### src/rtl/sprite_regs_pkg.sv
// Shared definitions for the sprite engine register map and the command loader.
// Holds register addresses, control bits, write-size codes, header opcodes and loader states.
package sprite_regs_pkg;

  typedef enum logic [5:0] {
    REG_CTRL      = 6'h00,
    REG_SPR0_POS  = 6'h04,
    REG_SPR0_BMP0 = 6'h06,
    REG_SPR0_BMP1 = 6'h08,
    REG_SPR0_BMP2 = 6'h0A,
    REG_SPR0_BMP3 = 6'h0C,
    REG_SPR1_POS  = 6'h0E,
    REG_SPR1_BMP0 = 6'h10,
    REG_SPR1_BMP1 = 6'h12,
    REG_SPR1_BMP2 = 6'h14,
    REG_SPR1_BMP3 = 6'h16
  } sprite_reg_e;

  typedef enum int {
    CTRL_STREAM_EN = 0,
    CTRL_IRQ_EN    = 1,
    CTRL_BIT2      = 2
  } ctrl_bit_e;

  typedef enum logic [1:0] {
    WN_8    = 2'b00,
    WN_16   = 2'b01,
    WN_IDLE = 2'b11
  } wsize_e;

  typedef enum logic [1:0] {
    OP_NOP  = 2'b00,
    OP_W16  = 2'b01,
    OP_CTRL = 2'b10,
    OP_BAD  = 2'b11
  } opcode_e;

  typedef enum logic [2:0] {
    ST_HDR    = 3'd0,
    ST_LO     = 3'd1,
    ST_HI     = 3'd2,
    ST_CPAY   = 3'd3,
    ST_PAUSE  = 3'd4,
    ST_WR     = 3'd5,
    ST_RESUME = 3'd6,
    ST_CWR    = 3'd7
  } state_e;

  // 16-bit writes may only target the even sprite registers.
  function automatic logic addr_valid(input logic [5:0] a);
    return (a >= REG_SPR0_POS) && (a <= REG_SPR1_BMP3) && (a[0] == 1'b0);
  endfunction

endpackage

### src/rtl/sprite_cmd_if.sv
// Byte-stream input and engine register-bus output of the sprite command loader.
interface sprite_cmd_if;
  logic [7:0]  in_data;
  logic        in_valid;
  logic        in_ready;
  logic [5:0]  bus_address;
  logic [31:0] bus_data;
  logic [1:0]  bus_write_n;

  modport master (
    output in_data, in_valid,
    input  in_ready, bus_address, bus_data, bus_write_n
  );

  modport slave (
    input  in_data, in_valid,
    output in_ready, bus_address, bus_data, bus_write_n
  );
endinterface

### src/rtl/sprite_cmd_loader.sv
// Parses a command byte stream into sprite engine register writes, optionally
// pausing video streaming around 16-bit configuration writes.
module sprite_cmd_loader
  import sprite_regs_pkg::*;
#(
  parameter int TIMEOUT_CYCLES = 65536,
  parameter int AUTO_PAUSE     = 1
) (
  input  logic           clk,
  input  logic           rst_n,
  sprite_cmd_if.slave    cmd,
  output logic           busy,
  output logic [2:0]     ctrl_shadow,
  output logic           err_sticky,
  input  logic           err_clear,
  output logic [7:0]     pkt_count
);

  // Abort fires on the edge where the idle counter would reach TIMEOUT_CYCLES-1.
  localparam logic [19:0] TO_LAST = 20'(TIMEOUT_CYCLES - 2);

  state_e      state_r, state_s;
  logic [5:0]  addr_r, addr_s;
  logic [7:0]  lo_r, lo_s, hi_r, hi_s;
  logic        paused_r, paused_s;
  logic        addr_ok_r, addr_ok_s;
  logic [2:0]  shadow_r, shadow_s;
  logic        err_r, err_set_s;
  logic [7:0]  pkt_r;
  logic        pkt_inc_s;
  logic [19:0] to_cnt_r, to_cnt_s;
  logic        in_ready_r, in_ready_s;
  logic        busy_r;
  logic        accept_s;
  logic [5:0]  bus_addr_r, bus_addr_s;
  logic [31:0] bus_data_r, bus_data_s;
  logic [1:0]  bus_wn_r, bus_wn_s;

  assign accept_s = cmd.in_valid & in_ready_r;

  // Next-state, payload capture, error and timeout decisions.
  always_comb begin
    state_s   = state_r;
    addr_s    = addr_r;
    lo_s      = lo_r;
    hi_s      = hi_r;
    paused_s  = paused_r;
    addr_ok_s = addr_ok_r;
    shadow_s  = shadow_r;
    err_set_s = 1'b0;
    pkt_inc_s = 1'b0;
    to_cnt_s  = 20'd0;
    case (state_r)
      ST_HDR: begin
        if (accept_s) begin
          case (opcode_e'(cmd.in_data[7:6]))
            OP_NOP:  state_s = ST_HDR;
            OP_W16: begin
              addr_s    = cmd.in_data[5:0];
              addr_ok_s = addr_valid(cmd.in_data[5:0]);
              paused_s  = 1'b0;
              state_s   = ST_LO;
            end
            OP_CTRL: state_s = ST_CPAY;
            default: err_set_s = 1'b1;
          endcase
        end else begin
          state_s = ST_HDR;
        end
      end
      ST_LO, ST_HI, ST_CPAY: begin
        if (accept_s) begin
          if (state_r == ST_LO) begin
            lo_s    = cmd.in_data;
            state_s = ST_HI;
          end else if (state_r == ST_HI) begin
            hi_s = cmd.in_data;
            if (!addr_ok_r) begin
              err_set_s = 1'b1;
              state_s   = ST_HDR;
            end else if ((AUTO_PAUSE != 0) && shadow_r[CTRL_STREAM_EN]) begin
              paused_s = 1'b1;
              state_s  = ST_PAUSE;
            end else begin
              state_s = ST_WR;
            end
          end else begin
            shadow_s = cmd.in_data[2:0];
            state_s  = ST_CWR;
          end
        end else if (to_cnt_r == TO_LAST) begin
          err_set_s = 1'b1;
          state_s   = ST_HDR;
        end else begin
          to_cnt_s = to_cnt_r + 20'd1;
        end
      end
      ST_PAUSE: state_s = ST_WR;
      ST_WR: begin
        if (paused_r) begin
          state_s = ST_RESUME;
        end else begin
          pkt_inc_s = 1'b1;
          state_s   = ST_HDR;
        end
      end
      ST_RESUME, ST_CWR: begin
        pkt_inc_s = 1'b1;
        state_s   = ST_HDR;
      end
      default: state_s = ST_HDR;
    endcase
  end

  // Bus contents for the cycle about to start, so the bus registers line up with the state.
  always_comb begin
    bus_addr_s = 6'h00;
    bus_data_s = 32'h0000_0000;
    bus_wn_s   = WN_IDLE;
    in_ready_s = (state_s == ST_HDR) || (state_s == ST_LO) ||
                 (state_s == ST_HI)  || (state_s == ST_CPAY);
    case (state_s)
      ST_PAUSE: begin
        bus_wn_s   = WN_8;
        bus_data_s = {29'd0, shadow_r[2:1], 1'b0};
      end
      ST_WR: begin
        bus_addr_s = addr_s;
        bus_wn_s   = WN_16;
        bus_data_s = {16'h0000, hi_s, lo_s};
      end
      ST_RESUME: begin
        bus_wn_s   = WN_8;
        bus_data_s = {29'd0, shadow_r};
      end
      ST_CWR: begin
        bus_wn_s   = WN_8;
        bus_data_s = {29'd0, shadow_s};
      end
      default: bus_wn_s = WN_IDLE;
    endcase
  end

  // State, payload, status and registered bus outputs.
  always_ff @(posedge clk or negedge rst_n) begin
    if (!rst_n) begin
      state_r    <= ST_HDR;
      addr_r     <= 6'h00;
      lo_r       <= 8'h00;
      hi_r       <= 8'h00;
      paused_r   <= 1'b0;
      addr_ok_r  <= 1'b0;
      shadow_r   <= 3'd0;
      err_r      <= 1'b0;
      pkt_r      <= 8'd0;
      to_cnt_r   <= 20'd0;
      in_ready_r <= 1'b0;
      busy_r     <= 1'b0;
      bus_addr_r <= 6'h00;
      bus_data_r <= 32'h0000_0000;
      bus_wn_r   <= WN_IDLE;
    end else begin
      state_r    <= state_s;
      addr_r     <= addr_s;
      lo_r       <= lo_s;
      hi_r       <= hi_s;
      paused_r   <= paused_s;
      addr_ok_r  <= addr_ok_s;
      shadow_r   <= shadow_s;
      err_r      <= err_set_s ? 1'b1 : (err_clear ? 1'b0 : err_r);
      pkt_r      <= pkt_inc_s ? pkt_r + 8'd1 : pkt_r;
      to_cnt_r   <= to_cnt_s;
      in_ready_r <= in_ready_s;
      busy_r     <= (state_s != ST_HDR);
      bus_addr_r <= bus_addr_s;
      bus_data_r <= bus_data_s;
      bus_wn_r   <= bus_wn_s;
    end
  end

  assign cmd.in_ready    = in_ready_r;
  assign cmd.bus_address = bus_addr_r;
  assign cmd.bus_data    = bus_data_r;
  assign cmd.bus_write_n = bus_wn_r;
  assign busy            = busy_r;
  assign ctrl_shadow     = shadow_r;
  assign err_sticky      = err_r;
  assign pkt_count       = pkt_r;

endmodule
### src/flat_wrapper.sv
// flat-port wrapper written by rule: the top's interface ports become plain ports
module sprite_cmd_loader_flat import sprite_regs_pkg::*;
#(
  parameter int TIMEOUT_CYCLES = 65536,
  parameter int AUTO_PAUSE     = 1
)
  (clk, rst_n, busy, ctrl_shadow, err_sticky, err_clear, pkt_count, cmd_in_data, cmd_in_valid, cmd_in_ready, cmd_bus_address, cmd_bus_data, cmd_bus_write_n);
  sprite_cmd_if cmd_i ();
  input  logic clk;
  input  logic rst_n;
  output logic busy;
  output logic [2:0] ctrl_shadow;
  output logic err_sticky;
  input  logic err_clear;
  output logic [7:0] pkt_count;
  input wire logic [$bits(cmd_i.in_data)-1:0] cmd_in_data;
  input wire logic [$bits(cmd_i.in_valid)-1:0] cmd_in_valid;
  output wire logic [$bits(cmd_i.in_ready)-1:0] cmd_in_ready;
  output wire logic [$bits(cmd_i.bus_address)-1:0] cmd_bus_address;
  output wire logic [$bits(cmd_i.bus_data)-1:0] cmd_bus_data;
  output wire logic [$bits(cmd_i.bus_write_n)-1:0] cmd_bus_write_n;
  assign cmd_i.in_data = cmd_in_data;
  assign cmd_i.in_valid = cmd_in_valid;
  assign cmd_in_ready = cmd_i.in_ready;
  assign cmd_bus_address = cmd_i.bus_address;
  assign cmd_bus_data = cmd_i.bus_data;
  assign cmd_bus_write_n = cmd_i.bus_write_n;
  sprite_cmd_loader #(.TIMEOUT_CYCLES(TIMEOUT_CYCLES), .AUTO_PAUSE(AUTO_PAUSE)) u_core (.clk(clk), .rst_n(rst_n), .cmd(cmd_i), .busy(busy), .ctrl_shadow(ctrl_shadow), .err_sticky(err_sticky), .err_clear(err_clear), .pkt_count(pkt_count));
endmodule
### config.mk
export PLATFORM = sky130hd
export DESIGN_NAME = sprite_cmd_loader_flat
export DESIGN_NICKNAME = d
export VERILOG_FILES = /design/src/rtl/sprite_regs_pkg.sv /design/src/rtl/sprite_cmd_if.sv /design/src/rtl/sprite_cmd_loader.sv /design/src/flat_wrapper.sv
export SDC_FILE = /design/constraint.sdc
export NUM_CORES = 1
export LEC_CHECK = 0
export BUFFER_PORTS_ARGS = -buffer_cell sky130_fd_sc_hd__clkbuf_2
export CAP_MARGIN = 20
export CORE_MARGIN = 4
export CORE_UTILIZATION = 54
export CTS_BUF_LIST = sky130_fd_sc_hd__clkbuf_4 sky130_fd_sc_hd__clkbuf_8 sky130_fd_sc_hd__clkbuf_16
export DETAILED_ROUTE_END_ITERATION = 10
export MAX_ROUTING_LAYER = met4
export PLACE_DENSITY_LB_ADDON = 0.05
export SYNTH_ARGS = -nofsm -noshare
export SYNTH_HDL_FRONTEND = slang
export SYNTH_SLANG_ARGS = --single-unit
### constraint.sdc
create_clock -name clk -period 3.03 [get_ports clk]
set_input_delay 0.606 -clock clk [delete_from_list [all_inputs] [get_ports clk]]
set_output_delay 0.606 -clock clk [all_outputs]
set_load 0.005 [all_outputs]
# --- After elaboration in Yosys (flattened, before gate mapping) ---
# Index checks and enable logic that the tools add are counted.
op_classes:
  reduce_logical: 17
  eq_ne: 24
  bitwise_logic: 2
  muxes: 50
  n_lt_le_gt_ge: 2
  n_addsub: 2
ops:
  columns: ["op", "n"]
  rows:
  - ["16-bit one-hot mux with 4 select lines", 1]
  - ["20-bit 2-to-1 mux", 3]
  - ["8-bit 2-to-1 mux", 7]
  - ["3-bit 2-to-1 mux", 11]
  - ["3-bit equality test (second input constant)", 8]
  - ["6-bit 2-to-1 mux", 4]
  - ["20-bit by 1-bit adder with 20-bit output (second input constant)", 1]
  - ["20-bit by 16-bit equality test with 1-bit output (second input constant)", 1]
  - ["1-bit 2-to-1 mux", 18]
  - ["3-bit one-hot mux with 5 select lines", 1]
  - ["3-bit by 2-bit equality test with 1-bit output (second input constant)", 4]
  - ["2-bit by 1-bit inequality test with 1-bit output (second input constant)", 5]
  - ["3-bit one-hot mux with 3 select lines", 1]
  - ["3-bit OR reduction", 3]
  - ["8-bit by 1-bit adder with 8-bit output (second input constant)", 1]
  - ["8-bit AND reduction", 1]
  - ["3-bit by 1-bit equality test with 1-bit output (second input constant)", 2]
  - ["6-bit by 3-bit >= comparator with 1-bit output (second input constant)", 1]
  - ["6-bit by 5-bit <= comparator with 1-bit output (second input constant)", 1]
  - ["3-bit logical NOT", 2]
  - ["1-bit one-hot mux with 2 select lines", 3]
  - ["2-bit inequality test (second input constant)", 2]
  - ["2-bit one-hot mux with 2 select lines", 1]
  - ["2-bit nonzero test", 2]
  - ["10 further kinds", 13]
totals:
  word_cells: 112
  out_inout_bits: 54
  in_bits: 12
  ff_bits: 85

# --- Depth between registers and ports, before layout ---
# Gate-level depths: netlist of run 1.
logic_depth:
  ltp_word: 10
  mapped_depth: 8
  depth_no_buf: 8

# --- Worst setup path after synthesis of run 1 ---
# OpenSTA, ideal clock, no wires.
synth_timing:
  path_type: "in2reg"
  from: "input port cmd_in_data[6]"
  to: "register u_core.busy_r (netlist: u_core.busy)"
  path_stages: 7
  t_required_ps: 2899
  n_path_buf: 0
  arrival_ps: 1830
  setup_slack_ps: 1069
  setup_time_ps: 131
  cell_sequence: "inv_1 ha_1 nor2_1 a211o_1 nor2_4 inv_2 or3_1"
synth_between:
  elab_chain_len: 5
  elab_cells_between_ends: 7
  cone_classes: "2 x eq/ne; 3 x mux; 2 x reduce/logical"
synth_lines:
  columns: ["element", "line", "source"]
  rows:
  - ["start, declared", "flat_wrapper.sv:16", "input wire logic [$bits(cmd_i.in_data)-1:0] cmd_in_data;"]
  - ["2-bit equality test, or another cell as far along", "sprite_cmd_loader.sv:56", "case (opcode_e'(cmd.in_data[7:6]))"]
  - ["3-bit one-hot mux with 3 select lines *", "sprite_cmd_loader.sv:56", null]
  - ["3-bit 2-to-1 mux *", "sprite_cmd_loader.sv:55", "if (accept_s) begin"]
  - ["3-bit one-hot mux with 5 select lines *", "sprite_cmd_loader.sv:53", "case (state_r)"]
  - ["via u_core.state_s[0]", "sprite_cmd_loader.sv:22", "state_e state_r, state_s;"]
  - ["3-bit nonzero test *", "sprite_cmd_loader.sv:174", "busy_r <= (state_s != ST_HDR);"]
  - ["end signal, assigned", "sprite_cmd_loader.sv:174", null]
  - ["end, declared", "sprite_cmd_loader.sv:33", "logic busy_r;"]
# The timed path passes the listed nets; every way through them passes the cells marked *.
# A chain may end at the register's enable or synchronous reset.

# --- Final worst setup path of run 1 ---
layout_timing:
  from: "register u_core.state_r[2]"
  to: "register u_core.bus_addr_r[0] (netlist: u_core.cmd.bus_address[0])"
layout_between:
  elab_chain_len: 7
  elab_cells_between_ends: 20
  cone_classes: "8 x eq/ne; 9 x mux; 3 x reduce/logical"
layout_lines:
  columns: ["element", "line", "source"]
  rows:
  - ["start, declared", "sprite_cmd_loader.sv:22", null]
  - ["start signal, assigned", "sprite_cmd_loader.sv:163", "state_r <= state_s;"]
  - ["3-bit by 2-bit equality test with 1-bit output", "sprite_cmd_loader.sv:53, sprite_cmd_loader.sv:76", null]
  - ["3-bit 2-to-1 mux", "sprite_cmd_loader.sv:76", "end else if (state_r == ST_HI) begin"]
  - ["3-bit 2-to-1 mux", "sprite_cmd_loader.sv:73", "if (state_r == ST_LO) begin"]
  - ["3-bit 2-to-1 mux", "sprite_cmd_loader.sv:72", "if (accept_s) begin"]
  - ["3-bit one-hot mux with 5 select lines", "sprite_cmd_loader.sv:53", null]
  - ["3-bit equality test", "sprite_cmd_loader.sv:122", "case (state_s)"]
  - ["6-bit 2-to-1 mux *", "sprite_cmd_loader.sv:122", null]
  - ["via u_core.bus_addr_s[0]", "sprite_cmd_loader.sv:35", "logic [5:0] bus_addr_r, bus_addr_s;"]
  - ["end signal, assigned", "sprite_cmd_loader.sv:175", "bus_addr_r <= bus_addr_s;"]
  - ["end, declared", "sprite_cmd_loader.sv:35", null]
# Marked as above.

==> flow_summary.toml, run 1 <==
[outcome]
status = "finished, final reports clean"

[critical_path]
critPathKind = "flip-flop to flip-flop"
path_cells = "nand2b_1, a2111oi_2, a211o_1, o211ai_4, nor2b_1"
cp.required_ns = 3.24
path_max_fanout = 19
cp_num_buf_inv = 0
critPathSlowestCell = "dfrtp_1"
cpLargestDelayFamily = "compound AO/OA/AOI/OAI gates"
critPathLaunchType = "flip-flop"
cp_data_arrival_time_ns = 2.35
slowest_delay_ns = 0.61
end_kind = "flip-flop"

[route]
wl_per_cell_um = 14.6
routed_via_density = 5.08
dr.pass1.iters = 4
routed_wl_um = 7020
drt_iter0_drc = 108
drc_errors = 0
drt.antenna.violating_nets = 0
via_count = 2440

[cts]
clock_sinks = 85
cts_tree = "built"
cts_resized = 0
ctsHoldBuffers = 0
clock_latency_ns = 0.35
cts-root-buf = "clkbuf_8"
cts_buffers = 9
path_clk_slew_ns = 0.09
clk_path_buf_depth = 2
post_cts_buffers = 0
htree_levels = 3

[grt]
antenna_found_initial = 0
gr-usage-all-layers = 0.185
grt_pass1_vias = 2441
grt_pass1_wl_um = 12000
grt-ovfl-total = 0
grt_max_degree = 86

[floorplanning]
coreArea_mm2 = 0.00683
core.rowCount = 30
initial_utilization = 0.559
die_w_um = 92.1
io_pins = 66
die_h_um = 92.1
fp.dieArea_mm2 = 0.00848

[timing]
period_share = 0.706
hold_violations = 0
maxSlewViolCount = 0
slew-limit-headroom = 0.487
period_needed_ns = 2.14
worstMarginPinSlew_ns = 0.768
fin_setup_tns_ns = 0
setup_violations = 0
fin_worst_skew_ns = 0.0107
fmax_mhz = 468
rsz0062_at_grt = "no"

[yosys]
synth_cell_types = 54
synth-main-ff-cell = "dfrtp_1"
syn_inst = 327
yosysWarningCount = 0
ys_seq_area_frac = 0.558
synth_edf_count = 0
syn-cell-area_mm2 = 0.00382
async_reset_ff_frac = 1.00
synth.ff_latch_count = 85
synth_area_per_cell_um2 = 11.7

[power]
peakVddDrop_v = 0.000476
finalPower_mw = 3.35
power_per_cell_area_mw_per_mm2 = 780
leakage_nw = 1.99

[hold_path]
hold_path_class = "input port to async pin"

[layout]
antenna_cells = 0
layout.nets = 397
syn_to_final_growth_pct = 12.5
drive_gt1_frac = 0.268
fin_cells = 480

[placed_design]
dpl.hpwl_um = 4710
dp_cells = 463
io_buffers = 49
gp_congestion = 0.813

[run]
maxCapViolCount = 0
-- state kept, by name, indices dropped and copies added, names as in the netlist, 3 cells and up --
name / count
u_core.addr_r: 6
u_core.cmd.bus_address: 6
u_core.cmd.bus_data: 16
u_core.ctrl_shadow: 3
u_core.hi_r: 8
u_core.lo_r: 8
u_core.pkt_count: 8
u_core.state_r: 3
u_core.to_cnt_r: 20
-- cells by family after synthesis --
group	count (synthesis)	synth area share
other cells	1	0.000982
compound gates	30	0.0613
simple gates	130	0.195
xor+xnor	25	0.0573
fa+ha+maj	6	0.0197
mux	19	0.0570
flops	85	0.558
buf+inv	31	0.0511
-- synth_stat cells, types with 3 or more instances --
library cell | count | area [µm²]
dfrtp_1 | 83 | 2080
nor2_1 | 34 | 128
nand2_1 | 21 | 78.8
buf_4 | 18 | 135
xnor2_1 | 17 | 149
nand3_1 | 12 | 60.1
nor2b_1 | 12 | 75.1
mux2_1 | 10 | 113
nor2b_2 | 10 | 87.6
nand4_1 | 9 | 56.3
mux2_2 | 8 | 90.1
xor2_1 | 8 | 70.1
o21ai_0 | 7 | 35.0
ha_1 | 6 | 75.1
inv_1 | 6 | 22.5
and3_1 | 4 | 25.0
a21oi_1 | 3 | 15.0
and4_1 | 3 | 26.3
buf_2 | 3 | 15.0
nand2b_1 | 3 | 18.8
o21ai_1 | 3 | 15.0
or3_1 | 3 | 18.8
-- metal layers --
metal	track usage	routed length (µm)
met1	0.249	3430
met5	-	0
met4	0.0606	78
met2	0.273	3140
met3	0.0541	362
-- final timing paths --
check,slack [ns],startpoint,end,cells past startpoint
min in group clk,0.48,u_core.pkt_count[7],u_core.pkt_count[7],1
hold / removal,0.13,rst_n,u_core.ctrl_shadow[2],1
setup reg to reg,0.89,u_core.state_r[2],u_core.cmd.bus_address[0],5
setup / recovery,0.89,u_core.state_r[2],u_core.cmd.bus_address[0],5
max in group asynchronous,2.29,rst_n,u_core.to_cnt_r[5],2
hold reg to reg,0.48,u_core.pkt_count[7],u_core.pkt_count[7],1
-- through the flow --
step	hold slack, ns	area, µm²	util	setup WS [ns]
global placement	0.462	4070	0.596	0.694
detailed placement	0.471	4070	0.596	0.627
floorplan	0.310	3870	-	1.07
finish	0.126	4300	0.629	0.892
global route	0.122	4300	0.629	0.718
CTS	0.464	4270	0.625	0.886
-- cells in the final DEF (no fill, tap or decap), drive strengths merged, types with 2 or more instances in the layout --
cell,instances
o22a,2
nand3,13
o21ai,10
nand2b,4
xnor2,17
nand3b,2
dfrtp,83
o211ai,3
and3,4
dfstp,2
inv,9
conb,16
nand2,23
nor2,36
mux2,19
nand4,9
nor3,2
nor2b,22
nand4b,2
clkinv,2
clkbuf,57
nor4,3
clkinvlp,2
buf,2
and4,5
a21oi,4
a31o,2
or3,3
xor2,8
ha,6
-- report_power, final --
part | switching (mW) | internal [mW] | total (mW) | leakage, nW
Sequential | 0.187 | 1.42 | 1.61 | 1.11
Combinational | 0.515 | 0.428 | 0.943 | 0.777
Clock | 0.417 | 0.384 | 0.800 | 0.0960
Total | 1.12 | 2.23 | 3.35 | 1.99
-- worst reg2reg max path: stages (launching register included) --
cell	delay [ns]
dfrtp_1	0.61
nand2b_1	0.28
a2111oi_2	0.08
a211o_1	0.31
o211ai_4	0.60
nor2b_1	0.12
-- cell type report --
cell class	instances	area, µm²
Clock buffer	9	124
Sequential cell	85	2130
Multi-Input combinational cell	226	1550
Inverter	7	26.3
Timing Repair Buffer	50	275
Clock inverter	7	72.6
Fill cell	570	2530
Tap cell	96	120
(Power assumes the default switching activity.)
==> run 2: changes to the inputs <==
Settings changed: ABC_AREA from default to 1.
Clock period 3.03 ns to 2.04 ns, I/O delays scaled along.
==> run 2 against run 1 <==
Compared with the run above: core utilization up 0.90 points; clock power up 34%; count of clock-buffer cells in the layout up 3; power up 43%; clock skew up 0.0027 ns; register-to-register slack worse by 0.67 ns; largest power group unchanged; highest routed layer unchanged.
==> flow_summary.toml, run 2 <==
[layout]
syn_to_final_growth_pct = 14.0
final_common_cell = "dfrtp_1"
fin_cells = 562
antenna_cells = 0
drive_gt1_frac = 0.234
layout.nets = 479
largest_register_ffs = 20
fill_cells = 613
postLayoutCoreUtil = 0.638
top_register = "u_core.to_cnt_r"
final_cell_mix = "83 x dfrtp_1, 70 x nand2_1, 48 x clkbuf_2, 38 x inv_1, 32 x o21ai_0"

[yosys]
synth.ff_latch_count = 85
yosys.area.top_type_share = 0.543
yosysMostFrequentCell = "dfrtp_1"
syn_inst = 398
synth_edf_count = 0
synth_top_family_by_area = "simple AND/OR/NAND/NOR gates"
async_reset_ff_frac = 1.00
synthXorXnorAreaFrac = 0.0275
yosys.area.top_type = "dfrtp_1"
synth_area_per_cell_um2 = 9.60
ys_seq_area_frac = 0.557
syn-cell-area_mm2 = 0.00382
synth_cell_types = 38
synth_compound_area_frac = 0.0805
synth-simple-area-share = 0.227
yosysWarningCount = 0
synth_area_leaders = "dfrtp_1 54%, nand2_1 7.0%, o21ai_0 4.2%, inv_1 3.7%, nor3b_2 3.3%"
muxShareOfSynthArea = 0.00295
synth-main-ff-cell = "dfrtp_1"
synth_fa_ha_area_frac = 0.0196
synth_common_cells = "83 x dfrtp_1, 71 x nand2_1, 38 x inv_1"

[grt]
grt_max_degree = 43
antenna_found_initial = 0
grt_pass1_wl_um = 12900
grt-ovfl-total = 0
grt_pass1_vias = 2694
gr-usage-all-layers = 0.198

[critical_path]
path_max_fanout = 19
end_kind = "flip-flop"
critPathKind = "flip-flop to flip-flop"
cp.required_ns = 2.28
cp_data_arrival_time_ns = 2.06
critPathLaunchType = "flip-flop"

[cts]
clock_latency_ns = 0.34
path_clk_slew_ns = 0.08
clock_sinks = 85
ctsHoldBuffers = 0
cts_tree = "built"
htree_levels = 3
clk_path_buf_depth = 2
post_cts_buffers = 0
cts-root-buf = "clkbuf_8"
cts_buffers = 9

[floorplanning]
initial_utilization = 0.560
die_h_um = 92.1
io_pins = 66
fp.dieArea_mm2 = 0.00849
core.rowCount = 30
die_w_um = 92.1
coreArea_mm2 = 0.00683

[route]
drt_iter0_drc = 102
via_count = 2811
routed_via_density = 5.00
routed_wl_um = 7640
wl_per_cell_um = 13.6
drt.antenna.violating_nets = 0
dr.pass1.iters = 4
drc_errors = 0

[outcome]
status = "finished, final reports clean"

[run]
maxCapViolCount = 0

[timing]
holdWs_ns = 0.0428
hold_violations = 0
fin_worst_skew_ns = 0.0134
period_needed_ns = 1.82
slew-limit-headroom = 0.631
worstMarginPinSlew_ns = 0.553
fin_setup_tns_ns = 0
period_share = 0.891
setup_violations = 0
fmax_mhz = 550
rsz0062_at_grt = "no"
maxSlewViolCount = 0

[power]
leakage_nw = 2.16
peakVddDrop_v = 0.000532
power_per_cell_area_mw_per_mm2 = 1100

[hold_path]
hold_path_class = "input port to async pin"

[placed_design]
dpl.hpwl_um = 5720
dp_cells = 546
gp_congestion = 0.888
io_buffers = 49
==> run 2: changes by cell type after synthesis, moves of 8 or more <==
| cell | delta |
|---|---|
| nor3b_1 | +9 |
| nor2b_2 | -10 |
| a21oi_1 | +10 |
| nor2b_1 | -12 |
| nand2_1 | +50 |
| nand3_1 | +10 |
| nor3b_2 | +10 |
| xnor2_1 | -10 |
| nor2_2 | +8 |
| o21ai_0 | +25 |
| inv_1 | +32 |
| mux2_1 | -10 |
==> run 2: logic make-up (layout without fill, tap and decap cells) <==
family | after synthesis | count (layout)
mux | 1 | 1
flops | 85 | 85
buf+inv | 67 | 120
xor+xnor | 12 | 12
compound gates | 56 | 56
fa+ha+maj | 6 | 6
simple gates | 170 | 170
other cells | 1 | 16
==> run 2: area by class of cell <==
| cell class | instances | area [µm²] | share of cell area |
|---|---|---|---|
| multi-input combinational | 261 | 1430 | 0.327 |
| clock inverter | 4 | 25.0 | 0.00574 |
| clock buffer | 12 | 153 | 0.0350 |
| inverter | 45 | 169 | 0.0387 |
| timing repair buffer | 59 | 335 | 0.0769 |
| tap | 96 | 120 | 0.0276 |
| sequential | 85 | 2130 | 0.489 |
==> run 2: where the power goes <==
part | switching [mW] | total (mW) | internal, mW
combinational | 0.883 | 1.42 | 0.538
clock | 0.573 | 1.07 | 0.499
sequential | 0.212 | 2.31 | 2.10
==> run 2: worst paths after layout <==
check / from / cells past startpoint / to / slack [ns]
setup / recovery: u_core.state_r[1] / 7 / u_core.cmd.bus_address[3] / 0.22
min in group clk: cmd_in_data[0] / 3 / u_core.ctrl_shadow[0] / 0.32
hold / removal: rst_n / 1 / u_core.to_cnt_r[5] / 0.04
setup reg to reg: u_core.state_r[1] / 7 / u_core.cmd.bus_address[3] / 0.22
hold reg to reg: u_core.pkt_count[7] / 1 / u_core.pkt_count[7] / 0.47
max in group asynchronous: rst_n / 2 / u_core.cmd.bus_write_n[0] / 1.41
==> run 2: metrics by stage <==
stage / total power, mW / worst slack (ns) / area, µm²
after floorplan: 3.28 / 0.430 / 3880
after global placement: 3.74 / 0.148 / 4180
after detailed placement: 3.78 / 0.0822 / 4180
after CTS: 4.85 / 0.207 / 4360
after global routing: 5.14 / 0.0469 / 4360
final: 4.80 / 0.222 / 4360
==> run 2: critical path: stages (launching register included) <==
cell     delay (ns)
dfrtp_1        0.43
nor2_2         0.25
inv_2          0.10
o21ai_0        0.28
nor2_2         0.10
nand2_2        0.11
nand2_4        0.17
nor3b_1        0.28
==> run 2: routing by layer <==
layer,global-route usage,routed length (µm),vias up
met5,-,0,-
met4,0.0829,140,0
met3,0.0304,243,10
met2,0.335,3910,53
met1,0.236,3350,1350
li1,-,-,1398
==> run 2: timing repair <==
action,in CTS,in global routing
gates resized for setup,0,1
hold endpoints to repair,0,0
endpoints found under the setup margin,0,1
==> run 3: changes to the inputs <==
Settings changed: CORE_UTILIZATION 54 to 55.
==> run 3 against run 2 <==
Compared with the run above: largest power group unchanged; hold slack got worse by 0.039 ns; first-iteration DRC count fell by 6.9%; cell area barely moved; flip-flop and latch count did not move; global-route usage fell by 0.075 points; final cell count fell by 2.8%; critical path depth rose by 2; critical endpoint is now u_core.busy; register-to-register slack barely moved; largest cell class unchanged; maximum frequency fell by 0.28%; routed wire length fell by 2.4%.
==> flow_summary.toml, run 3 (synthesis gave the netlist of run 2 again) <==
[route]
drt.antenna.violating_nets = 0
wl_per_cell_um = 13.6
drc_errors = 0
dr.pass1.iters = 4
drt_iter0_drc = 95
routed_via_density = 5.10
via_count = 2782
routed_wl_um = 7450

[critical_path]
end_kind = "flip-flop"
reg2reg_slack_ns = 0.22
cp_data_arrival_time_ns = 2.03
rr_worst_depth = 9
slowest_delay_ns = 0.42
critPathKind = "flip-flop to flip-flop"
cp_num_buf_inv = 1
cp.required_ns = 2.25
critPathSlowestCell = "dfrtp_1"
path_cells = "inv_1, ha_1, nand3_1, nor2_1, nand3_1, nand2_1, nand2_1, a21oi_1, nand4_1"
timing.rr.end = "u_core.busy"
cpLargestDelayFamily = "simple AND/OR/NAND/NOR gates"
critPathLaunchType = "flip-flop"
r2r-start = "u_core.to_cnt_r[0]"
path_max_fanout = 4

[placed_design]
io_buffers = 49
place_area_mm2 = 0.00416
dp_cells = 530
dpl.hpwl_um = 5560
gp_congestion = 0.893

[grt]
grt_pass1_vias = 2775
grt-ovfl-total = 0
grt_pass1_wl_um = 12800
grt_max_degree = 39
antenna_found_initial = 0
gr-usage-all-layers = 0.197

[cts]
htree_levels = 3
clock_sinks = 85
cts_tree = "built"
cts_buffers = 9
post_cts_buffers = 0
ctsHoldBuffers = 0
clk_path_buf_depth = 2
clock_latency_ns = 0.35
cts-root-buf = "clkbuf_8"
cts_resized = 0
path_clk_slew_ns = 0.09

[floorplanning]
die_h_um = 91.4
die_w_um = 91.4
io_pins = 66
fp.dieArea_mm2 = 0.00835
initial_utilization = 0.566
core.rowCount = 30
coreArea_mm2 = 0.00676

[timing]
hold_violations = 0
setup_violations = 0
period_share = 0.894
rsz0062_at_grt = "no"
fmax_mhz = 548
maxSlewViolCount = 0
fin_setup_tns_ns = 0
holdWs_ns = 0.00345
period_needed_ns = 1.82
fin_worst_skew_ns = 0.00969

[layout]
largest_register_ffs = 20
drive_gt1_frac = 0.232
layout.nets = 479
final_cell_mix = "83 x dfrtp_1, 71 x nand2_1, 48 x clkbuf_2, 38 x inv_1, 32 x o21ai_0"
fin_cells = 546
final_common_cell = "dfrtp_1"
final_cell_area_mm2 = 0.00436
antenna_cells = 0
syn_to_final_growth_pct = 14.0
top_register = "u_core.to_cnt_r"

[power]
peakVddDrop_v = 0.000688
power_per_cell_area_mw_per_mm2 = 1130
leakage_nw = 2.17

[hold_path]
hold_path_class = "input port to async pin"

[outcome]
status = "finished, final reports clean"

[run]
maxCapViolCount = 0
[run 3: cell types whose count changed in the layout (fill, tap and decap cells not counted), sizes merged]
cell      previous run  this run
clkinvlp             2         1
clkinv               2         3
clkbuf              60        57
inv                 45        47
bufinv               0         1
[run 3: per-stage QoR]
step           power, mW  setup WS (ns)  utilization
6_report            4.92          0.217        0.645
5_1_grt             5.27         0.0153        0.645
4_1_cts             4.97          0.188        0.645
3_5_place_dp        3.77         0.0888        0.616
3_3_place_gp        3.74          0.148        0.616
2_1_floorplan       3.28          0.430            -
[run 3: worst max-delay path by stage]
| stage | cells after the start | from | slack [ns] | end |
|---|---|---|---|---|
| floorplan | 10 | cmd_in_data[6] | 0.43 | u_core.cmd.bus_data[10] |
| global placement | 8 | cmd_in_data[7] | 0.15 | u_core.cmd.bus_address[2] |
| detailed placement | 8 | cmd_in_data[7] | 0.09 | u_core.cmd.bus_address[2] |
| CTS | 9 | u_core.to_cnt_r[0] | 0.19 | u_core.busy |
| global route | 10 | u_core.to_cnt_r[0] | 0.02 | u_core.cmd.bus_data[1] |
| finish | 9 | u_core.to_cnt_r[0] | 0.22 | u_core.busy |
[run 3: metal layers]
metal / vias up / track usage / wire length, µm
li1: 1391 / - / -
met1: 1321 / 0.233 / 3290
met2: 58 / 0.332 / 3750
met3: 12 / 0.0381 / 254
met4: 0 / 0.0791 / 151
met5: - / - / 0
[run 3: final cells by class]
cell class,instances,area (µm²)
multi-input cells,261,1430
flip-flops and latches,85,2130
well taps,80,100
fillers,576,2400
clock inverters,7,73.8
inverters,45,169
repair buffers,59,335
clock buffers,9,124
[run 3: where the power goes]
part,internal [mW],switching [mW],total [mW]
combinational,0.546,0.871,1.42
sequential,2.10,0.219,2.31
clock,0.572,0.612,1.18
